File: config.mk
export PLATFORM = sky130hd
export DESIGN_NAME = keypad_scan_flat
export DESIGN_NICKNAME = d
export VERILOG_FILES = /design/src/rtl/keypad_scan_if.sv /design/src/rtl/keypad_scan.sv /design/src/flat_wrapper.sv
export SDC_FILE = /design/constraint.sdc
export NUM_CORES = 1
export LEC_CHECK = 0
export ABC_AREA = 1
export CORE_ASPECT_RATIO = 1.1
export CORE_MARGIN = 2
export CORE_UTILIZATION = 62
export CTS_BUF_LIST = sky130_fd_sc_hd__clkbuf_4 sky130_fd_sc_hd__clkbuf_8 sky130_fd_sc_hd__clkbuf_16
export DETAILED_ROUTE_END_ITERATION = 8
export PLACE_DENSITY = 0.9
export SLEW_MARGIN = 30
export SYNTH_ARGS = -nofsm -noshare
export SYNTH_HDL_FRONTEND = slang
export SYNTH_SLANG_ARGS = --single-unit
File: constraint.sdc
create_clock -name clk -period 5.8 [get_ports clk]
set_input_delay 0.87 -clock clk [delete_from_list [all_inputs] [get_ports clk]]
set_output_delay 0.87 -clock clk [all_outputs]
set_load 0.03 [all_outputs]
File: src/rtl/keypad_scan_if.sv
// Keypad pin and key-event bundle between the matrix scanner and the keypad pins / setting logic.
interface keypad_if;
    localparam int unsigned N_ROW = 4;
    localparam int unsigned N_COL = 4;
    localparam int unsigned KEY_W = 4;

    logic [N_ROW-1:0] i_row;
    logic [N_COL-1:0] o_col;
    logic [KEY_W-1:0] o_key;
    logic             o_key_valid;
    logic             o_key_held;
    logic             o_key_rel;

    // Scanner side: reads rows, drives columns and key events.
    modport master (
        input  i_row,
        output o_col,
        output o_key,
        output o_key_valid,
        output o_key_held,
        output o_key_rel
    );

    // Pin / consumer side: drives rows, observes columns and key events.
    modport slave (
        output i_row,
        input  o_col,
        input  o_key,
        input  o_key_valid,
        input  o_key_held,
        input  o_key_rel
    );
endinterface

File: src/rtl/keypad_scan.sv
// 4x4 matrix keypad scanner: one-cold column drive, per-frame row capture,
// frame-level debounce of a single press and of its release.
module keypad_scan #(
    parameter int unsigned SCAN_DIV     = 50000,
    parameter int unsigned DEBOUNCE_CNT = 4
) (
    input  logic     clk,
    input  logic     rst,
    keypad_if.master kp
);

    localparam int unsigned N_ROW  = 4;
    localparam int unsigned N_COL  = 4;
    localparam int unsigned KEY_W  = 4;
    localparam int unsigned N_BIT  = N_ROW * N_COL;
    localparam int unsigned ACC_W  = N_ROW * (N_COL - 1);
    localparam int unsigned TICK_W = (SCAN_DIV > 1) ? $clog2(SCAN_DIV) : 1;
    localparam int unsigned CNT_W  = $clog2(DEBOUNCE_CNT + 1);

    localparam logic [TICK_W-1:0] TICK_LAST = TICK_W'(SCAN_DIV - 1);
    localparam logic [CNT_W-1:0]  CNT_DONE  = CNT_W'(DEBOUNCE_CNT);
    localparam logic [CNT_W-1:0]  CNT_ONE   = CNT_W'(1);

    typedef enum logic [1:0] {
        S_IDLE     = 2'd0,
        S_DEBOUNCE = 2'd1,
        S_PRESSED  = 2'd2,
        S_RELEASE  = 2'd3
    } state_t;

    // ------------------------------------------------------------------
    // Row synchronizer
    // ------------------------------------------------------------------
    logic [N_ROW-1:0] row_meta;
    logic [N_ROW-1:0] row_sync;

    // Two-flop synchronizer for the asynchronous, pulled-up row inputs.
    always_ff @(posedge clk) begin
        if (rst) begin
            row_meta <= '1;
            row_sync <= '1;
        end else begin
            row_meta <= kp.i_row;
            row_sync <= row_meta;
        end
    end

    // ------------------------------------------------------------------
    // Column dwell timer
    // ------------------------------------------------------------------
    logic [TICK_W-1:0] tick_cnt;
    logic              tick_c;

    assign tick_c = (tick_cnt == TICK_LAST);

    // Free-running dwell counter, wraps after SCAN_DIV cycles.
    always_ff @(posedge clk) begin
        if (rst) begin
            tick_cnt <= '0;
        end else if (tick_c) begin
            tick_cnt <= '0;
        end else begin
            tick_cnt <= tick_cnt + TICK_W'(1);
        end
    end

    // ------------------------------------------------------------------
    // Column drive and frame capture
    // ------------------------------------------------------------------
    logic [1:0]       col_idx;
    logic [1:0]       col_nxt_c;
    logic [N_COL-1:0] col_q;
    logic [ACC_W-1:0] acc_q;       // pressed (active-high) rows of cols 0..2
    logic             frame_end_c;
    logic [N_BIT-1:0] frame_c;     // bit index = col*4 + row

    assign col_nxt_c   = col_idx + 2'd1;
    assign frame_end_c = tick_c && (col_idx == 2'd3);
    assign frame_c     = {~row_sync, acc_q};

    // Sample the current column on tick, then step to the next column.
    always_ff @(posedge clk) begin
        if (rst) begin
            col_idx <= 2'd0;
            col_q   <= 4'b1110;
            acc_q   <= '0;
        end else if (tick_c) begin
            case (col_idx)
                2'd0:    acc_q[3:0]  <= ~row_sync;
                2'd1:    acc_q[7:4]  <= ~row_sync;
                2'd2:    acc_q[11:8] <= ~row_sync;
                default: ;
            endcase
            col_idx <= col_nxt_c;
            col_q   <= ~(4'b0001 << col_nxt_c);
        end
    end

    // ------------------------------------------------------------------
    // Frame classification: none / single(key) / multi
    // ------------------------------------------------------------------
    logic [1:0]       hit_cnt_c;   // saturates at 2
    logic [KEY_W-1:0] hit_key_c;
    logic             is_single_c;
    logic             is_none_c;

    // Count pressed bits in the frame and remember the first one's key code.
    always_comb begin
        hit_cnt_c = 2'd0;
        hit_key_c = '0;
        for (int k = 0; k < 16; k++) begin
            if (frame_c[k[3:0]]) begin
                if (hit_cnt_c == 2'd0) begin
                    hit_key_c = {k[1:0], k[3:2]};
                end
                if (hit_cnt_c != 2'd2) begin
                    hit_cnt_c = hit_cnt_c + 2'd1;
                end
            end
        end
        is_none_c   = (hit_cnt_c == 2'd0);
        is_single_c = (hit_cnt_c == 2'd1);
    end

    // ------------------------------------------------------------------
    // Debounce FSM
    // ------------------------------------------------------------------
    state_t           state_q, state_d;
    logic [KEY_W-1:0] cand_q,  cand_d;
    logic [CNT_W-1:0] cnt_q,   cnt_d;
    logic [CNT_W-1:0] cnt_inc_c;
    logic [KEY_W-1:0] key_q,   key_d;
    logic             valid_q, valid_d;
    logic             held_q,  held_d;
    logic             rel_q,   rel_d;

    assign cnt_inc_c = cnt_q + CNT_ONE;

    // FSM and output registers.
    always_ff @(posedge clk) begin
        if (rst) begin
            state_q <= S_IDLE;
            cand_q  <= '0;
            cnt_q   <= '0;
            key_q   <= '0;
            valid_q <= 1'b0;
            held_q  <= 1'b0;
            rel_q   <= 1'b0;
        end else begin
            state_q <= state_d;
            cand_q  <= cand_d;
            cnt_q   <= cnt_d;
            key_q   <= key_d;
            valid_q <= valid_d;
            held_q  <= held_d;
            rel_q   <= rel_d;
        end
    end

    // Next-state and output decode, evaluated only at frame end.
    always_comb begin
        state_d = state_q;
        cand_d  = cand_q;
        cnt_d   = cnt_q;
        key_d   = key_q;
        valid_d = 1'b0;
        held_d  = held_q;
        rel_d   = 1'b0;

        if (frame_end_c) begin
            case (state_q)
                S_IDLE: begin
                    if (is_single_c) begin
                        cand_d  = hit_key_c;
                        cnt_d   = CNT_ONE;
                        state_d = S_DEBOUNCE;
                    end
                end

                S_DEBOUNCE: begin
                    if (is_single_c) begin
                        if (hit_key_c == cand_q) begin
                            cnt_d = cnt_inc_c;
                            if (cnt_inc_c == CNT_DONE) begin
                                key_d   = cand_q;
                                valid_d = 1'b1;
                                held_d  = 1'b1;
                                state_d = S_PRESSED;
                            end
                        end else begin
                            cand_d = hit_key_c;
                            cnt_d  = CNT_ONE;
                        end
                    end else begin
                        state_d = S_IDLE;
                    end
                end

                S_PRESSED: begin
                    // Multi-key and other-key frames keep the press; no rollover.
                    if (is_none_c) begin
                        cnt_d   = CNT_ONE;
                        state_d = S_RELEASE;
                    end
                end

                S_RELEASE: begin
                    if (is_single_c && (hit_key_c == key_q)) begin
                        state_d = S_PRESSED;
                    end else if (is_single_c) begin
                        held_d  = 1'b0;
                        rel_d   = 1'b1;
                        state_d = S_IDLE;
                    end else begin
                        cnt_d = cnt_inc_c;
                        if (cnt_inc_c == CNT_DONE) begin
                            held_d  = 1'b0;
                            rel_d   = 1'b1;
                            state_d = S_IDLE;
                        end
                    end
                end

                default: begin
                    state_d = S_IDLE;
                end
            endcase
        end
    end

    assign kp.o_col       = col_q;
    assign kp.o_key       = key_q;
    assign kp.o_key_valid = valid_q;
    assign kp.o_key_held  = held_q;
    assign kp.o_key_rel   = rel_q;

endmodule

File: src/flat_wrapper.sv
// flat-port wrapper written by rule: the top's interface ports become plain ports
module keypad_scan_flat 
#(
    parameter int unsigned SCAN_DIV     = 50000,
    parameter int unsigned DEBOUNCE_CNT = 4
)
  (clk, rst, kp_i_row, kp_o_col, kp_o_key, kp_o_key_valid, kp_o_key_held, kp_o_key_rel);
  keypad_if kp_i ();
  input  logic clk;
  input  logic rst;
  input wire logic [$bits(kp_i.i_row)-1:0] kp_i_row;
  output wire logic [$bits(kp_i.o_col)-1:0] kp_o_col;
  output wire logic [$bits(kp_i.o_key)-1:0] kp_o_key;
  output wire logic [$bits(kp_i.o_key_valid)-1:0] kp_o_key_valid;
  output wire logic [$bits(kp_i.o_key_held)-1:0] kp_o_key_held;
  output wire logic [$bits(kp_i.o_key_rel)-1:0] kp_o_key_rel;
  assign kp_i.i_row = kp_i_row;
  assign kp_o_col = kp_i.o_col;
  assign kp_o_key = kp_i.o_key;
  assign kp_o_key_valid = kp_i.o_key_valid;
  assign kp_o_key_held = kp_i.o_key_held;
  assign kp_o_key_rel = kp_i.o_key_rel;
  keypad_scan #(.SCAN_DIV(SCAN_DIV), .DEBOUNCE_CNT(DEBOUNCE_CNT)) u_core (.clk(clk), .rst(rst), .kp(kp_i));
endmodule
==> results.md, run 1 <==
- Measured along the x axis, the die boundary spans about 84 microns.
- The level count of the clock H-tree is 3.
- For the pin with the worst max-slew slack, the measured transition is 0.9206 ns.
- The post-layout minimum cycle time is approximately 5.9 ns.
- Across the run, the number of max-cap violations was 0.
- Headroom to the max-slew limit came out at 38.56%.
- Setup violations remaining at the end of the flow were counted as 11.
- Leaving out fill and tap cells, the most frequent cells in the layout are sky130_fd_sc_hd__nand2_1, sky130_fd_sc_hd__inv_1, sky130_fd_sc_hd__nor2_1, sky130_fd_sc_hd__dfxtp_1, sky130_fd_sc_hd__nand2_2.
- For this block, the via count after detailed routing is 4717.
- The clock tree from TritonCTS is built.
- In this run the worst hold path is classified as flop to flop.
- Dividing the final minimum period by the clock period gives 101.4%.
- The maximum clock path buffer count is 2.
- The number of nets handed over by synthesis was approximately 700.
- The cell count after synthesis is ~670.
- The number of fillers in the final layout is between 400 and 500.
- The HPWL after detailed placement is about 7.5 mm.
- The full die area is around 0.0077 sq mm.
- The floorplan has 32 rows.
- The total grt overflow is 0.
- The number of antenna violations at the first check in global routing is 0.
- The most common cell after layout, fill and taps aside is sky130_fd_sc_hd__nand2_1.
- The starting density of the core is between 60% and 70%.
- For this design the static power due to leakage is 0.002455 uW.
- The highest clock frequency the design can meet is approximately 170 MHz.
- The number of max-slew violations in the final report is 0.
- The first routing iteration left ~350 violations.
- The master cell of the clock root buffer is sky130_fd_sc_hd__clkbuf_8.
- In the final layout, the multi-input gates occupy 0.003388 sq mm.
- The worst-case clock skew is 0.01067 ns.
- The final reports fail on negative setup slack.
- The total power density per cell area is 151.5 mW/mm^2.
- On the final layout, the worst hold slack is about 0.41 ns.
- The clock net sink count is between 50 and 60.
- Counting stages on the worst path, the most repeated cell is sky130_fd_sc_hd__nand2_2.
- Along the worst path, the maximum fanout reaches 6.
- The final number of hold-violating endpoints was 0.
- After synthesis, the mean cell area works out to approximately 6.5 sq um.
- Summing every instance area after synthesis gives ~0.0043 sq mm.
- The total core area is approximately 0.0069 sq mm.
- The type of element capturing the critical path is a flop.
- In this run the critical register-to-register path is captured at u_core.kp.o_key[1]$_SDFFE_PP0P_.
- The repair_antennas step left the layout with diodes totalling 0.
- Global routing used 27.47% of the available tracks.
- Setup slack on the critical path of the routed design comes to -0.08195 ns.
- On the critical path, the stage with the largest delay is an instance of sky130_fd_sc_hd__dfxtp_4.
- The hold-critical path depth is 1.
- The area used by sequential logic in the layout is approximately 0.0012 sq mm.
- The synthesis-to-finish area growth is 26.63%.
- For this run, the leading register cell type out of synthesis is sky130_fd_sc_hd__dfxtp_1.
- The worst min-delay path startpoint is u_core.row_meta[1]$_SDFF_PP1_.
- The final-stage net count is just over 700.
- 17 I/O pins were placed.
- Dividing the detail-routed wire length by the instance count gives ~16 microns.
- During synthesis, Yosys emitted a total of 0 warnings.
- Dividing the detail-routed via count by the number of cells gives roughly 5.9.
- The insertion delay to the later sink of the worst-skew pair is 0.35 ns.
- The number of DRC violations after detailed routing is 0.
- The congestion estimate from routability-driven global placement came to roughly 0.96.
- The setup path with the least slack is of type flop to flop.
- The share of flip-flops with an asynchronous set or reset is 0%.
- The number of flops mapped to enable cells by yosys is 0.
- The worst setup slack after placement is -0.1202 ns.
- The wire length after detailed routing is around 13 mm.
- IR analysis of the VDD net gives a maximum drop of 0.1729 mV.
- The number of cells on the worst reg-to-reg path is 49.
- The first-pass iteration count of the detailed router is 5.
- After clock tree synthesis, the clock-pin slew on the worst setup and hold paths is 0.07 ns.
- Port buffering added 16 buffers.
- The sink of the worst hold path is u_core.row_sync[1]$_SDFF_PP1_.
- The CTS buffer count is 9.
- The largest single stage delay on the critical path is roughly 0.37 ns.
- STA puts the critical path data required time at 6.04 ns.
- Setup repair after global routing could not meet its margin everywhere.
- For this design, the CTS-stage hold fixing added 0 buffers.
- The first-pass GRT wire length is ~18 mm.
- The setup TNS after final layout is -0.3358 ns.
- The remaining number of nets flagged by the antenna check after routing is 0.
- The run finished, with violations left.
- The setup check on the worst reg-to-reg path leaves a slack of -0.08 ns.
- The die is between 90 and 100 microns tall.
- The total design power is around 830 uW.
- The startpoint class of the critical path is a flop.
- The share of the Yosys chip area taken by registers is approximately a quarter.
- The via count of the first global-routing pass is 4300.
- Entering global routing, the biggest net connects 30 pins.
- At the end of the flow the core is filled with cells to roughly four fifths.
- Of the cells placed in the final design, the portion with a size suffix greater than 1 is around 33%.
- The number of different library cells in the post-synthesis netlist is between 40 and 50.
- The flop and latch count out of synthesis is 58.
- The worst reg2reg path startpoint is u_core.acc_q[1]$_SDFFE_PP0P_.
- The arrival time at the worst endpoint is 6.13 ns.
where the power goes:
group | internal, uW | total (uW) | switching [uW]
combinational | 26.9 | 76.7 | 49.8
clock | 182 | 352 | 170
sequential | 402 | 405 | 3.49
final cells by class:
cell class	count	area share (%)
multi-input cells	516	61.56
flip-flops and latches	58	21.28
repair buffers	39	6.047
inverters	82	5.819
clock buffers	12	2.887
well taps	85	1.932
clock inverters	4	0.4774
logic make-up (layout without fill, tap and decap cells):
logic type	count (synthesis)	count (layout)	share of synthesized area (%)
compound gates	94	94	11.92
xor+xnor	5	5	1.007
fa+ha+maj	14	14	4.030
buf+inv	93	137	8.722
flops	58	58	26.71
simple gates	403	403	47.61
per-stage QoR:
stage / std cells / instance area, sq um
after global routing: 796 / 5504
after global placement: 758 / 4552
after detailed placement: 758 / 4552
after floorplan: 667 / 4347
final: 796 / 5504
after CTS: 774 / 4752
layer usage:
metal | part of all wire (%) | global-route usage [%]
met1 | 38 | 30.55
met2 | 54 | 51.40
met3 | 4.6 | 5.401
met4 | 3.8 | 10.08
met5 | 0 | 0
what timing repair did:
action | 4_1_cts | 5_1_grt
buffers inserted | 0 | 22
gates resized for setup | 3 | 143
pin swaps | 0 | 73
hold endpoints to repair | 0 | 0
setup endpoints to repair | 13 | 16
critical path, delay by kind of cell (launching register included):
family	cells	cell delay, ns
buffers and inverters	4	0.29
DFF	1	0.37
and+or+nand+nor	38	3.83
adders and majority gates	3	0.70
AOI/OAI and AO/OA	4	0.55
registers in the layout, summed over array words and instances (netlist names):
| signal | cells |
|---|---|
| u_core.tick_cnt | 16 |
| u_core.acc_q | 12 |
| u_core.cand_q | 4 |
| u_core.kp.o_col | 4 |
| u_core.kp.o_key | 4 |
| u_core.row_meta | 4 |
| u_core.row_sync | 4 |
| u_core.cnt_q | 3 |
| u_core.col_idx | 2 |
| u_core.state_q | 2 |
| u_core.kp.o_key_held | 1 |
| u_core.kp.o_key_rel | 1 |
| u_core.kp.o_key_valid | 1 |
Yosys cell counts (all sizes together), types with 2 or more instances:
| cell type | n | share of area, % |
|---|---|---|
| a21oi | 42 | 4.9 |
| a31oi | 7 | 1.0 |
| buf | 6 | 1.2 |
| clkbuf | 5 | 0.43 |
| dfxtp | 58 | 27 |
| ha | 14 | 4.0 |
| inv | 81 | 7.1 |
| nand2 | 210 | 22 |
| nand3 | 76 | 11 |
| nand4 | 10 | 1.6 |
| nor2 | 74 | 7.9 |
| nor3 | 12 | 1.8 |
| nor4 | 7 | 1.0 |
| o211ai | 2 | 0.35 |
| o21a | 2 | 0.35 |
| o21ai | 37 | 4.5 |
| or2 | 10 | 1.4 |
| xor2 | 4 | 0.81 |
worst max path at each step:
stage                                            to  cells after the start  slack [ns]                         start
floorplan           u_core.kp.o_key[1]$_SDFFE_PP0P_                     49        0.76  u_core.acc_q[0]$_SDFFE_PP0P_
global placement    u_core.kp.o_key[0]$_SDFFE_PP0P_                     49        0.23  u_core.acc_q[0]$_SDFFE_PP0P_
detailed placement  u_core.kp.o_key[1]$_SDFFE_PP0P_                     50       -0.12  u_core.acc_q[0]$_SDFFE_PP0P_
CTS                 u_core.kp.o_key[1]$_SDFFE_PP0P_                     50        0.01  u_core.acc_q[1]$_SDFFE_PP0P_
global route        u_core.kp.o_key[1]$_SDFFE_PP0P_                     49       -0.43  u_core.acc_q[1]$_SDFFE_PP0P_
finish              u_core.kp.o_key[1]$_SDFFE_PP0P_                     49       -0.08  u_core.acc_q[1]$_SDFFE_PP0P_
Note: power is estimated with default switching activity, not from simulation.
==> run 2: changes to the inputs <==
Settings changed: CORE_ASPECT_RATIO 1.1 to not set.
==> run 2 against run 1 <==
Compared with the run above: the flow still finishes with violations (negative setup slack); routed wire length is 4.6% higher; worst setup slack got worse by 0.079 ns; critical path depth decreased by 1; first-iteration DRC count increased by 0.58%; clock power increased by 42%; non-clock buffer count grew 9; hold slack barely moved; design area up 2.4%; via count grew 2.8%; core utilization rose by 3.1 points; sequential power is essentially flat; cell count up 2.5%; largest cell class unchanged; highest routed layer unchanged.
==> results.md, run 2 (synthesis results as in run 1) <==
- The maximum number of pins on one net before global-route repair is 30.
- TritonCTS built the clock tree.
- The startpoint class of the critical path is a flop.
- The largest register by flop count is u_core.tick_cnt.
- Power comes to 979.3 uW.
- The total power density per cell area is approximately 170 mW/mm^2.
- The initialized floorplan defines 30 standard-cell rows.
- Max-cap violations in this run came to 0.
- The portion of the clock cycle consumed by the worst path in the final layout is 102.8%.
- The die is 87.73 microns wide.
- The portion of total power attributed to sequential cells is 41.3%.
- Summed over all nets, the half-perimeter wirelength after detailed placement is 7.437 mm.
- Final hold analysis gives a worst-case slack of 0.4088 ns.
- The flow ran to the end, but the final reports show violations.
- The total of endpoints with negative setup slack in the final report is 14.
- Once placement completed, the tool counted placed cells totaling a little under 800.
- Setup repair after global routing could not meet its margin everywhere.
- The worst-case vdd ir drop is 0.2525 mV.
- The most prevalent standard cell on the critical path is sky130_fd_sc_hd__nand2_4.
- The slowest stage of the critical path belongs to the cell sky130_fd_sc_hd__dfxtp_4.
- The CTS buffer count is 9.
- For this design the static power due to leakage is roughly 0.0025 uW.
- The number of antenna violations at the first check in global routing is 0.
- The first global-routing pass estimated roughly 18 mm of wire.
- The layout cell share with drive strength beyond 1 is ~34%.
- For the worst-skew pair, the clock arrives at the later sink with an insertion delay of between 0.3 and 0.4 ns.
- The area used by sequential logic in the layout is 0.001171 sq mm.
- After detailed routing, the number of remaining DRC violations is 0.
- The maximum clock path buffer count is 2.
- The first-pass iteration count of the detailed router is 7.
- Based on the critical path, the design can be clocked at up to roughly 170 MHz.
- The final number of hold-violating endpoints is 0.
- The design area is between 0.005 and 0.006 sq mm.
- Cell internal power was estimated by the tool at between 700 and 800 uW.
- The level count of the clock H-tree is 3.
- The routed design could run at a clock period as short as around 6.0 ns.
- Along the worst hold path, the cell count comes to 1.
- The per-cell routed wire length is roughly 16 microns.
- The final worst-path setup slack is -0.1612 ns.
- The total grt overflow is 0.
- The count of cells in the finished layout, fillers not included, comes to 816.
- The remaining number of nets flagged by the antenna check after routing is 0.
- The starting density of the core is 63.98%.
- The worst hold path class is flop to flop.
- 17 I/O pins were placed.
- The via count of the first global-routing pass is about 4.3k.
- The arrival time at the worst endpoint is around 6.2 ns.
- The die covers approximately 0.0077 sq mm.
- The combinational share of power is between 7 and 8%.
- From synthesis to final layout, the design area changed by 29.71%.
- Summed over all nets, the switching power comes to 222.4 uW.
- The vertical die dimension is 87.73 microns.
- In the final design database the tool counted approximately 740 nets.
- The average via count per standard cell is approximately 6.
- The final reports fail on negative setup slack.
- The clock slew at the register clock pins of the worst setup and hold paths is approximately 0.070 ns.
- The total core area is between 0.006 and 0.007 sq mm.
- The combined global-route utilization of all metal layers is approximately 28%.
- Across the routed clock network, the largest skew measured is 0.006262 ns.
- The count of buffers added on input and output ports is 16.
- The measured slew at the worst slew-check pin is 0.8744 ns.
- The via count of the routed design is 4848.
- The final antenna diode count is 0.
- Once placement finished, the instance area stood at 0.004566 sq mm.
- STA puts the critical path data required time at around 6.0 ns.
- STA classifies the critical path endpoint as a flop.
- In this run, the clock network consumes between 50% and 60% of the power.
- The number of DRC markers in iteration 0 is roughly 350.
- The root buffer cell chosen for the clock tree is sky130_fd_sc_hd__clkbuf_8.
- The startpoint-to-endpoint class of the critical path is flop to flop.
- Counting cells, the worst reg-to-reg path comes to 48.
- Headroom to the max-slew limit came out at 41.64%.
- The library cell used most frequently in the layout, excluding fill and tap cells, is sky130_fd_sc_hd__nand2_1.
- In the layout the commonest cells are sky130_fd_sc_hd__nand2_1, sky130_fd_sc_hd__inv_1, sky130_fd_sc_hd__nand2_2, sky130_fd_sc_hd__nor2_1, sky130_fd_sc_hd__dfxtp_1.
- Summed over all layers, the routed wires come to approximately 13 mm.
- On the worst path, the slowest cell contributes a delay of between 0.3 and 0.4 ns.
- Net switching is between 20% and 30% of the power.
- The clock net sink count is 58.
- The largest registers in the layout are u_core.tick_cnt x16, u_core.acc_q x12.
- The flip-flop count of the largest register, all copies and words added is 16.
- The final weighted congestion of routability-driven global placement is 0.9127.
- In the final layout, the multi-input gates occupy about 0.0034 sq mm.
- Along the worst path, the maximum fanout reaches 6.
- The number of max-slew violations in the final report is 0.
- Fill cells in the final layout number about 400.
## run 2: path summary, 6_finish.rpt
kind / end / start / slack (ns)
worst min register to register: u_core.row_sync[2]$_SDFF_PP1_ / u_core.row_meta[2]$_SDFF_PP1_ / 0.41
worst max register to register: u_core.cand_q[2]$_SDFFE_PP0P_ / u_core.acc_q[0]$_SDFFE_PP0P_ / -0.16
worst max-delay path: u_core.cand_q[2]$_SDFFE_PP0P_ / u_core.acc_q[0]$_SDFFE_PP0P_ / -0.16
worst min-delay path: u_core.row_sync[2]$_SDFF_PP1_ / u_core.row_meta[2]$_SDFF_PP1_ / 0.41
## run 2: through the flow
| stage | setup TNS, ns | utilization, % | setup slack [ns] |
|---|---|---|---|
| after floorplan | 0 | - | 0.7564 |
| after global placement | 0 | 67.20 | 0.2424 |
| after detailed placement | 0 | 67.20 | 0.04418 |
| after CTS | 0 | 71.38 | 0.03145 |
| after global routing | -6.605 | 82.98 | -0.5135 |
| final | -1.140 | 82.98 | -0.1612 |
## run 2: worst max-delay path: cells and delay by family (launching register included)
kind,cells,cell delay (ns)
and+or+nand+nor,36,3.93
adders and majority gates,3,0.71
AOI/OAI and AO/OA,3,0.48
DFF,1,0.37
buffers and inverters,6,0.34
## run 2: metal layers
metal	GRT usage, %	wire (microns)
met1	32.38	5042
met2	51.03	6901
met3	4.053	701
met4	15.66	588
met5	0	0
## run 2: power by group through the flow
stage	sequential, uW	clock (uW)	combinational (uW)
finish	405	500	74.2
global route	405	517	80.5
CTS	405	500	61.5
detailed placement	414	0	60.2
global placement	414	0	58.3
floorplan	414	0	48.0
## run 2: repair_timing
action / 4_1_cts / 5_1_grt
hold endpoints to repair: 0 / 0
resized for setup: 4 / 139
hold buffers: 0 / 0
setup endpoints to repair: 3 / 16
buffers inserted: 0 / 31
pin swaps: 1 / 79
## run 2: final cells by class
class | count | share of cell area, %
clock buffer | 9 | 2.197
inverter | 82 | 5.681
clock inverter | 7 | 2.508
multi-input combinational | 516 | 59.48
sequential | 58 | 20.77
timing repair buffer | 48 | 7.235
tap | 96 | 2.130
